File: config.mk
export PLATFORM = sky130hd
export DESIGN_NAME = fp_divider
export DESIGN_NICKNAME = d
export VERILOG_FILES = /design/src/rtl/fp_divider.sv
export SDC_FILE = /design/constraint.sdc
export NUM_CORES = 1
export LEC_CHECK = 0
export ABC_AREA = 0
export CORE_ASPECT_RATIO = 0.6
export CORE_MARGIN = 5
export CORE_UTILIZATION = 35
export CTS_CLUSTER_DIAMETER = 30
export DETAILED_ROUTE_END_ITERATION = 8
export PLACE_DENSITY_LB_ADDON = 0.15
export SYNTH_ARGS = -nofsm -noshare
export SYNTH_HDL_FRONTEND = slang
export SYNTH_SLANG_ARGS = --single-unit
File: constraint.sdc
create_clock -name clk -period 8.55 [get_ports clk]
set_input_delay 1.71 -clock clk [delete_from_list [all_inputs] [get_ports clk]]
set_output_delay 1.71 -clock clk [all_outputs]
set_load 0.01 [all_outputs]
File: src/rtl/fp_divider.sv
// Single-precision floating-point divider: special-case shortcut, 26-cycle
// radix-2 restoring significand division, then one rounding cycle.
module fp_divider (
    input  logic        clk,
    input  logic        rst_n,
    input  logic        start,
    input  logic [31:0] A,
    input  logic [31:0] B,
    input  logic [1:0]  round_mode,
    output logic        busy,
    output logic        done,
    output logic [31:0] resultDiv,
    output logic        errorDiv,
    output logic        overflowDiv
);

    typedef enum logic [1:0] {IDLE, SPECIAL, DIVIDE, ROUND} state_t;

    state_t             state_q, state_d;
    logic        [31:0] a_q, a_d, b_q, b_d;
    logic        [1:0]  mode_q, mode_d;
    logic               sign_q, sign_d;
    logic signed [9:0]  exp_q, exp_d;
    logic        [23:0] divisor_q, divisor_d;
    logic        [24:0] rem_q, rem_d;
    logic        [25:0] quot_q, quot_d;
    logic        [4:0]  count_q, count_d;
    logic               done_q, done_d;
    logic        [31:0] result_q, result_d;
    logic               error_q, error_d;
    logic               overflow_q, overflow_d;

    logic               specialIn, preShift;
    logic        [23:0] mantA, mantB, trial;
    logic signed [9:0]  expIn;
    logic        [24:0] remIn;
    logic               aNaN, bNaN, aInf, bInf, aZero, bZero;
    logic        [31:0] specResult;
    logic               specError;
    logic               inexact, roundUp, toInf;
    logic        [24:0] sigRounded;
    logic        [22:0] mantOut;
    logic signed [9:0]  expRounded;
    logic        [31:0] roundResult;
    logic               roundOvf;

    assign busy        = (state_q != IDLE);
    assign done        = done_q;
    assign resultDiv   = result_q;
    assign errorDiv    = error_q;
    assign overflowDiv = overflow_q;

    // Decode live inputs at acceptance: special detection, pre-shift and initial exponent
    always_comb begin
        specialIn = (A[30:23] == 8'h00) || (A[30:23] == 8'hFF) ||
                    (B[30:23] == 8'h00) || (B[30:23] == 8'hFF);
        mantA     = {1'b1, A[22:0]};
        mantB     = {1'b1, B[22:0]};
        preShift  = (mantA < mantB);
        expIn     = $signed({2'b00, A[30:23]}) - $signed({2'b00, B[30:23]}) + 10'sd127
                    - (preShift ? 10'sd1 : 10'sd0);
        remIn     = preShift ? {mantA, 1'b0} : {1'b0, mantA};
    end

    // Special-operand result from the latched operands, in priority order
    always_comb begin
        aNaN  = (a_q[30:23] == 8'hFF) && (a_q[22:0] != 23'd0);
        bNaN  = (b_q[30:23] == 8'hFF) && (b_q[22:0] != 23'd0);
        aInf  = (a_q[30:23] == 8'hFF) && (a_q[22:0] == 23'd0);
        bInf  = (b_q[30:23] == 8'hFF) && (b_q[22:0] == 23'd0);
        aZero = (a_q[30:23] == 8'h00);
        bZero = (b_q[30:23] == 8'h00);
        specError  = 1'b0;
        specResult = {sign_q, 31'd0};
        if (aNaN || bNaN || (aZero && bZero) || (aInf && bInf)) begin
            specResult = 32'h7FC00000;
            specError  = 1'b1;
        end else if (bZero && !aInf) begin
            specResult = {sign_q, 8'hFF, 23'd0};
            specError  = 1'b1;
        end else if (aInf) begin
            specResult = {sign_q, 8'hFF, 23'd0};
        end
    end

    // Rounding of the 24-bit quotient with guard, round and sticky, then range check
    always_comb begin
        inexact = quot_q[1] || quot_q[0] || (rem_q != 25'd0);
        case (mode_q)
            2'b00:   roundUp = !sign_q && inexact;
            2'b01:   roundUp = sign_q && inexact;
            2'b10:   roundUp = quot_q[1] && (quot_q[0] || (rem_q != 25'd0) || quot_q[2]);
            default: roundUp = 1'b0;
        endcase
        toInf      = (mode_q == 2'b10) || (mode_q == 2'b00 && !sign_q) ||
                     (mode_q == 2'b01 && sign_q);
        sigRounded = {1'b0, quot_q[25:2]} + {24'd0, roundUp};
        mantOut    = sigRounded[24] ? sigRounded[23:1] : sigRounded[22:0];
        expRounded = exp_q + (sigRounded[24] ? 10'sd1 : 10'sd0);
        roundOvf   = 1'b0;
        if (expRounded >= 10'sd255) begin
            roundOvf    = 1'b1;
            roundResult = toInf ? {sign_q, 8'hFF, 23'd0} : {sign_q, 31'h7F7FFFFF};
        end else if (expRounded <= 10'sd0) begin
            roundResult = {sign_q, 31'd0};
        end else begin
            roundResult = {sign_q, expRounded[7:0], mantOut};
        end
    end

    // Next-state and datapath updates; result registers change only with done
    always_comb begin
        state_d    = state_q;
        a_d        = a_q;
        b_d        = b_q;
        mode_d     = mode_q;
        sign_d     = sign_q;
        exp_d      = exp_q;
        divisor_d  = divisor_q;
        rem_d      = rem_q;
        quot_d     = quot_q;
        count_d    = count_q;
        done_d     = 1'b0;
        result_d   = result_q;
        error_d    = error_q;
        overflow_d = overflow_q;
        trial      = rem_q[23:0] - divisor_q;
        case (state_q)
            IDLE: begin
                if (start) begin
                    a_d       = A;
                    b_d       = B;
                    mode_d    = round_mode;
                    sign_d    = A[31] ^ B[31];
                    exp_d     = expIn;
                    divisor_d = mantB;
                    rem_d     = remIn;
                    quot_d    = 26'd0;
                    count_d   = 5'd0;
                    state_d   = specialIn ? SPECIAL : DIVIDE;
                end
            end
            SPECIAL: begin
                result_d   = specResult;
                error_d    = specError;
                overflow_d = 1'b0;
                done_d     = 1'b1;
                state_d    = IDLE;
            end
            DIVIDE: begin
                if (rem_q >= {1'b0, divisor_q}) begin
                    quot_d = {quot_q[24:0], 1'b1};
                    rem_d  = {trial, 1'b0};
                end else begin
                    quot_d = {quot_q[24:0], 1'b0};
                    rem_d  = {rem_q[23:0], 1'b0};
                end
                count_d = count_q + 5'd1;
                if (count_q == 5'd25) begin
                    count_d = 5'd0;
                    state_d = ROUND;
                end
            end
            ROUND: begin
                result_d   = roundResult;
                error_d    = roundOvf;
                overflow_d = roundOvf;
                done_d     = 1'b1;
                state_d    = IDLE;
            end
            default: state_d = IDLE;
        endcase
    end

    // State and datapath registers with asynchronous active-low reset
    always_ff @(posedge clk or negedge rst_n) begin
        if (!rst_n) begin
            state_q    <= IDLE;
            a_q        <= 32'd0;
            b_q        <= 32'd0;
            mode_q     <= 2'd0;
            sign_q     <= 1'b0;
            exp_q      <= 10'sd0;
            divisor_q  <= 24'd0;
            rem_q      <= 25'd0;
            quot_q     <= 26'd0;
            count_q    <= 5'd0;
            done_q     <= 1'b0;
            result_q   <= 32'd0;
            error_q    <= 1'b0;
            overflow_q <= 1'b0;
        end else begin
            state_q    <= state_d;
            a_q        <= a_d;
            b_q        <= b_d;
            mode_q     <= mode_d;
            sign_q     <= sign_d;
            exp_q      <= exp_d;
            divisor_q  <= divisor_d;
            rem_q      <= rem_d;
            quot_q     <= quot_d;
            count_q    <= count_d;
            done_q     <= done_d;
            result_q   <= result_d;
            error_q    <= error_d;
            overflow_q <= overflow_d;
        end
    end

endmodule

# Yosys cells after proc, flatten, opt, wreduce, memory -nomap -nowiden
# Cells that the tools add are included.
# classes
shifts	0
n_lt_le_gt_ge	4
n_bitwise	1
multipliers	0
n_mux	31
reduce_logical	44
eq_ne	12
div	0
n_addsub	7
# ops
op	n
$mux 31	4
$mux 25	3
$pmux 32 s2	1
$pmux 26 s2	1
$pmux 25 s2	1
$logic_not 23->1	2
$reduce_bool 23->1	2
$eq 8x8->1 const B	4
$logic_not 8->1	4
$mux 32	1
$mux 26	1
$add 24x1->25	1
$ge 25x24->1	1
$reduce_bool 25->1	1
$lt 24x24->1	1
$mux 24	1
$sub 24x24->24	1
$mux 23	1
$logic_and 1x1->1	12
$logic_or 1x1->1	12
$add 10x2->10	1
$add 9x8->10 const B	1
$ge 10x9->1 const B	1
$le 10x1->1 const B	1
other kinds (20)	40
# word_totals
romBits	0
out_inout_bits	36
mem_count	0
latch_bits	0
ram_bits	0
regBits	192
elab_cells	113

# Longest topological paths before layout
# depth
word_depth	12
depth_mapped	27

# Least setup slack after synthesis
# No wires, ideal clock.
# synth_path
path_type	input port to flip-flop
start	input port B[17]
end	register exp_q[9]
setup_ns	0.110
path_stages	17
path_slack_ns	3.641
arrival_ns	4.799
path_cell_list	inv_1 ha_1 a21o_1 a21o_1 a21oi_1 o221a_2 nand3_2 buf_2 ha_1 ha_1 fa_1 a21o_1 a21o_1 a21o_1 a21oi_1 nor2b_1 o41ai_1
# synth_between
elab_chain_len	3
# synth_lines
element	line	source
start: declaration	8	input logic [31:0] B,
$lt 24x24->1	59	preShift = (mantA < mantB);
$mux 1	61	- (preShift ? 10'sd1 : 10'sd0);
$sub 10x2->10	61	
end signal: assignment	198	exp_q <= exp_d;
end: declaration	23	logic signed [9:0] exp_q, exp_d;
# Every way passes these cells.
# A chain may end at the register's enable or synchronous reset.

# Final worst setup path
# layout_path
start	register rem_q[19]
end	register result_q[22], in the netlist resultDiv[22]
# layout_between
elab_chain_len	12
word_cells_on_any_way	17
classes_between	add/sub: 2; order compare: 2; mux: 6; reduce/logical: 7
# layout_lines
element	line	source
start: declaration	25	logic [24:0] rem_q, rem_d;
start signal: assignment	200	rem_q <= rem_d;
$reduce_bool 25->1 (*)	88, 92	
$logic_or 1x1->1 (2 in a row)	92	2'b10: roundUp = quot_q[1] && (quot_q[0] || (rem_q != 25'd0) || quot_q[2]);
$logic_and 1x1->1	92	
$pmux 1 s3 (*)	89	case (mode_q)
$add 24x1->25 (*)	97	sigRounded = {1'b0, quot_q[25:2]} + {24'd0, roundUp};
$mux 1	99	expRounded = exp_q + (sigRounded[24] ? 10'sd1 : 10'sd0);
$add 10x2->10	99	
$le 10x1->1	104	end else if (expRounded <= 10'sd0) begin
$mux 31	104	
$mux 31 (*)	101	if (expRounded >= 10'sd255) begin
$pmux 32 s2 (*)	128	case (state_q)
end signal: assignment	204	result_q <= result_d;
end: declaration	29	logic [31:0] result_q, result_d;
# Every way passes the cells marked *; elsewhere a longest branch is shown, timed or not.

==> flow_summary_export.csv <==
group,metric,value,unit
outcome,run_status,"finished, final reports clean",
sta,period_minus_slack,5.80,ns
floorplan,start_util,0.355,
cts,htreeDepth,4,
place,gp_congestion,0.849,
yosys,synthDistinctLibCells,69,
routing,wl,32000,microns
cts,cts_resized,0,
critical_path,r2r_end,"resultDiv[22]",
cts,clock_latency,0.45,ns
routing,num_vias,9089,
floorplan,core,29900,sq um
critical_path,required,8.88,ns
sta,tns,0,ns
sta,final-max-slew-violation-count,0,
global_routing,grt_pass1_vias,8607,
yosys,synth_edf_count,0,
critical_path,cp-start-kind,"flop",
cts,postCtsHoldBufs,0,
run,maxCapViolations,0,
global_routing,grt_usage,0.188,
critical_path,reg2reg_slack,2.75,ns
routing,avgRoutedWirePerCell,18.4,microns
yosys,postSynthCellCount,1246,
routing,vias_per_cell,5.22,
floorplan,die_x,235,microns
final_layout,antenna_cells,0,
floorplan,rows,49,
min_path,whs_endpoint,"divisor_q[23]",
sta,timing.fmax,173,MHz
critical_path,cp-end-kind,"flop",
min_path,min_from,"divisor_q[23]",
critical_path,cpPeakStageDelay,0.58,ns
global_routing,grt_max_degree,100,
sta,clock_skew,0.0148,ns
final_layout,layout-area-overhead-vs-synth,18.5,%
cts,clkSinkCount,169,
final_layout,drive_gt1_frac,0.0615,
power,p_per_area,391,nW/um^2
final_layout,nets,1462,
critical_path,crit_path_top_delay_cell,"o41a_1",
yosys,ys_warn_count,0,
cts,cts_tree,"done",
sta,tightest_slew,0.953,ns
cts,clk_path_buf_depth,2,
sta,period_share,0.678,
min_path,holdPathStages,2,
place,dp_hpwl,23900,microns
yosys,ys.flop_type,"dfrtp_1",
final_layout,layout_common_cells,"256 x nand2_1, 169 x dfrtp_1, 110 x o21ai_0, 103 x clkdlybuf4s50_1, 87 x inv_1",
floorplan,die_area,34000,sq um
sta,setup_viol,0,
cts,cts_made_buffers,17,
min_path,min_path_type,"flop to flop",
critical_path,reg2reg_depth,26,
routing,drcViolationCount,0,
critical_path,critPathLaunch,"rem_q[19]",
critical_path,reg2reg_from,"rem_q[19]",
final_layout,final_common_cell,"nand2_1",
routing,dr.pass1.iters,5,
global_routing,grt_pass1_wl,50200,microns
power,ir_drop,0.166,mV
yosys,synthArstFlopShare,1.00,
power,leakagePower,5.63,nW
power,p_total,4.91,mW
cts,cts_root_buf,"clkbuf_16",
cts,clkTransAtPathRegs,0.08,ns
yosys,synth-seq-area-share,0.399,
critical_path,cp_max_fo,14,
floorplan,die_y,145,microns
global_routing,grt_antenna_before_repair,0,
global_routing,gr-total-overflow,0,
place,place.port_buffers,104,
yosys,syn_avg_cell_area,8.52,sq um
cts,post_cts_buffers,0,
sta,finalHoldViolCount,0,
floorplan,io_pins,105,
critical_path,arrival,6.12,ns
yosys,syn_area,10600,sq um
routing,ant_nets,0,
yosys,syn-num-nets,1387,
routing,first_iter_violations,645,
yosys,ys_ff_latch,169,
critical_path,crit_top_cell,"ha_1",
critical_path,critPathKind,"flop to flop",
sta,grt_setup_unrepaired,"no",
sta,max-slew-margin-rel,0.364,
## critical path, delay by kind of cell (launching register included)
family	cells	cell delay (ns)
AND/OR/NAND/NOR	14	2.69
AO/OA/AOI/OAI	8	1.66
adder cells (fa/ha/maj)	4	0.91
flip-flops	1	0.41
## worst max path at each step
stage / endpoint / slack, ns / depth (start not counted)
after floorplan: exp_q[9] / 3.64 / 17
after global placement: exp_q[7] / 2.48 / 17
after detailed placement: exp_q[9] / 2.42 / 17
after CTS: exp_q[9] / 2.86 / 17
after global routing: resultDiv[22] / 2.45 / 26
final: resultDiv[22] / 2.75 / 26
## report_power, final
group	switching (mW)	internal (mW)
Clock	0.350	0.428
Combinational	1.52	1.10
Sequential	0.340	1.18
## layer usage
| layer | up-vias | wire length, microns | track usage |
|---|---|---|---|
| met2 | 232 | 11800 | 0.236 |
| met3 | 24 | 2470 | 0.0604 |
| met4 | 0 | 301 | 0.0411 |
| met1 | 4355 | 17400 | 0.303 |
| li1 | 4478 | - | - |
| met5 | - | 0 | 0 |
## stage by stage
step | cell area (sq um) | hold WS, ns | util | std cells | setup WS (ns)
after global placement | 12000 | 0.436 | 0.401 | 1710 | 2.48
after global routing | 12600 | 0.497 | 0.420 | 1742 | 2.45
after CTS | 12600 | 0.466 | 0.420 | 1742 | 2.86
after floorplan | 10600 | 0.418 | - | 1246 | 3.64
after detailed placement | 12000 | 0.450 | 0.401 | 1710 | 2.42
final | 12600 | 0.455 | 0.420 | 1742 | 2.75
## flip-flops by register name, summed over array words and instances, names as in the netlist
| signal | count |
|---|---|
| a_q | 31 |
| b_q | 31 |
| count_q | 5 |
| divisor_q | 1 |
| done | 1 |
| errorDiv | 1 |
| exp_q | 10 |
| mode_q | 2 |
| overflowDiv | 1 |
| quot_q | 26 |
| rem_q | 25 |
| resultDiv | 32 |
| sign_q | 1 |
| state_q | 2 |
## cell families (layout without fill, tap and decap cells)
group / Yosys count / after routing / share of synthesized area
AND/OR/NAND/NOR: 461 / 461 / 0.197
AO/OA/AOI/OAI: 311 / 311 / 0.184
flip-flops: 169 / 169 / 0.399
buffers and inverters: 142 / 230 / 0.0529
adder cells (fa/ha/maj): 72 / 72 / 0.0870
XOR/XNOR: 62 / 62 / 0.0519
multiplexers: 29 / 29 / 0.0294
## cell usage after synthesis (3+ instances only)
cell type / instances / area (sq um)
o21ai_0: 110 / 551
buf_2: 8 / 40.0
inv_1: 87 / 327
o221ai_1: 10 / 87.6
nor3_1: 14 / 70.1
nand4_1: 22 / 138
o21a_1: 5 / 37.5
and3_1: 11 / 68.8
a21o_1: 25 / 188
mux2i_1: 12 / 120
nand2_1: 257 / 965
o31ai_1: 5 / 37.5
fa_1: 3 / 60.1
xnor2_1: 25 / 219
o22ai_1: 16 / 100
o21bai_1: 5 / 37.5
buf_1: 6 / 22.5
and2_1: 3 / 18.8
nand3b_1: 3 / 22.5
a211oi_1: 7 / 52.6
mux2_2: 17 / 191
o22a_1: 7 / 61.3
buf_4: 3 / 22.5
xor2_1: 36 / 315
o211ai_1: 6 / 45.0
a22o_1: 12 / 105
nor3b_1: 3 / 22.5
clkbuf_1: 37 / 139
nor2_1: 59 / 221
dfrtp_1: 169 / 4230
or2_2: 3 / 18.8
nand3_1: 28 / 140
nor4_1: 24 / 150
a31oi_1: 11 / 68.8
nor2b_1: 9 / 56.3
ha_1: 69 / 863
nand2b_1: 9 / 56.3
a21oi_1: 70 / 350
## cell type report
cell class              instances  area, sq um
fillers                      3035        17300
multi-input cells             935         5830
flip-flops and latches        169         4230
repair buffers                111         1090
well taps                     408          510
clock buffers                  21          470
inverters                      87          327
clock inverters                11          110
Note: power is estimated with default switching activity, not from simulation.
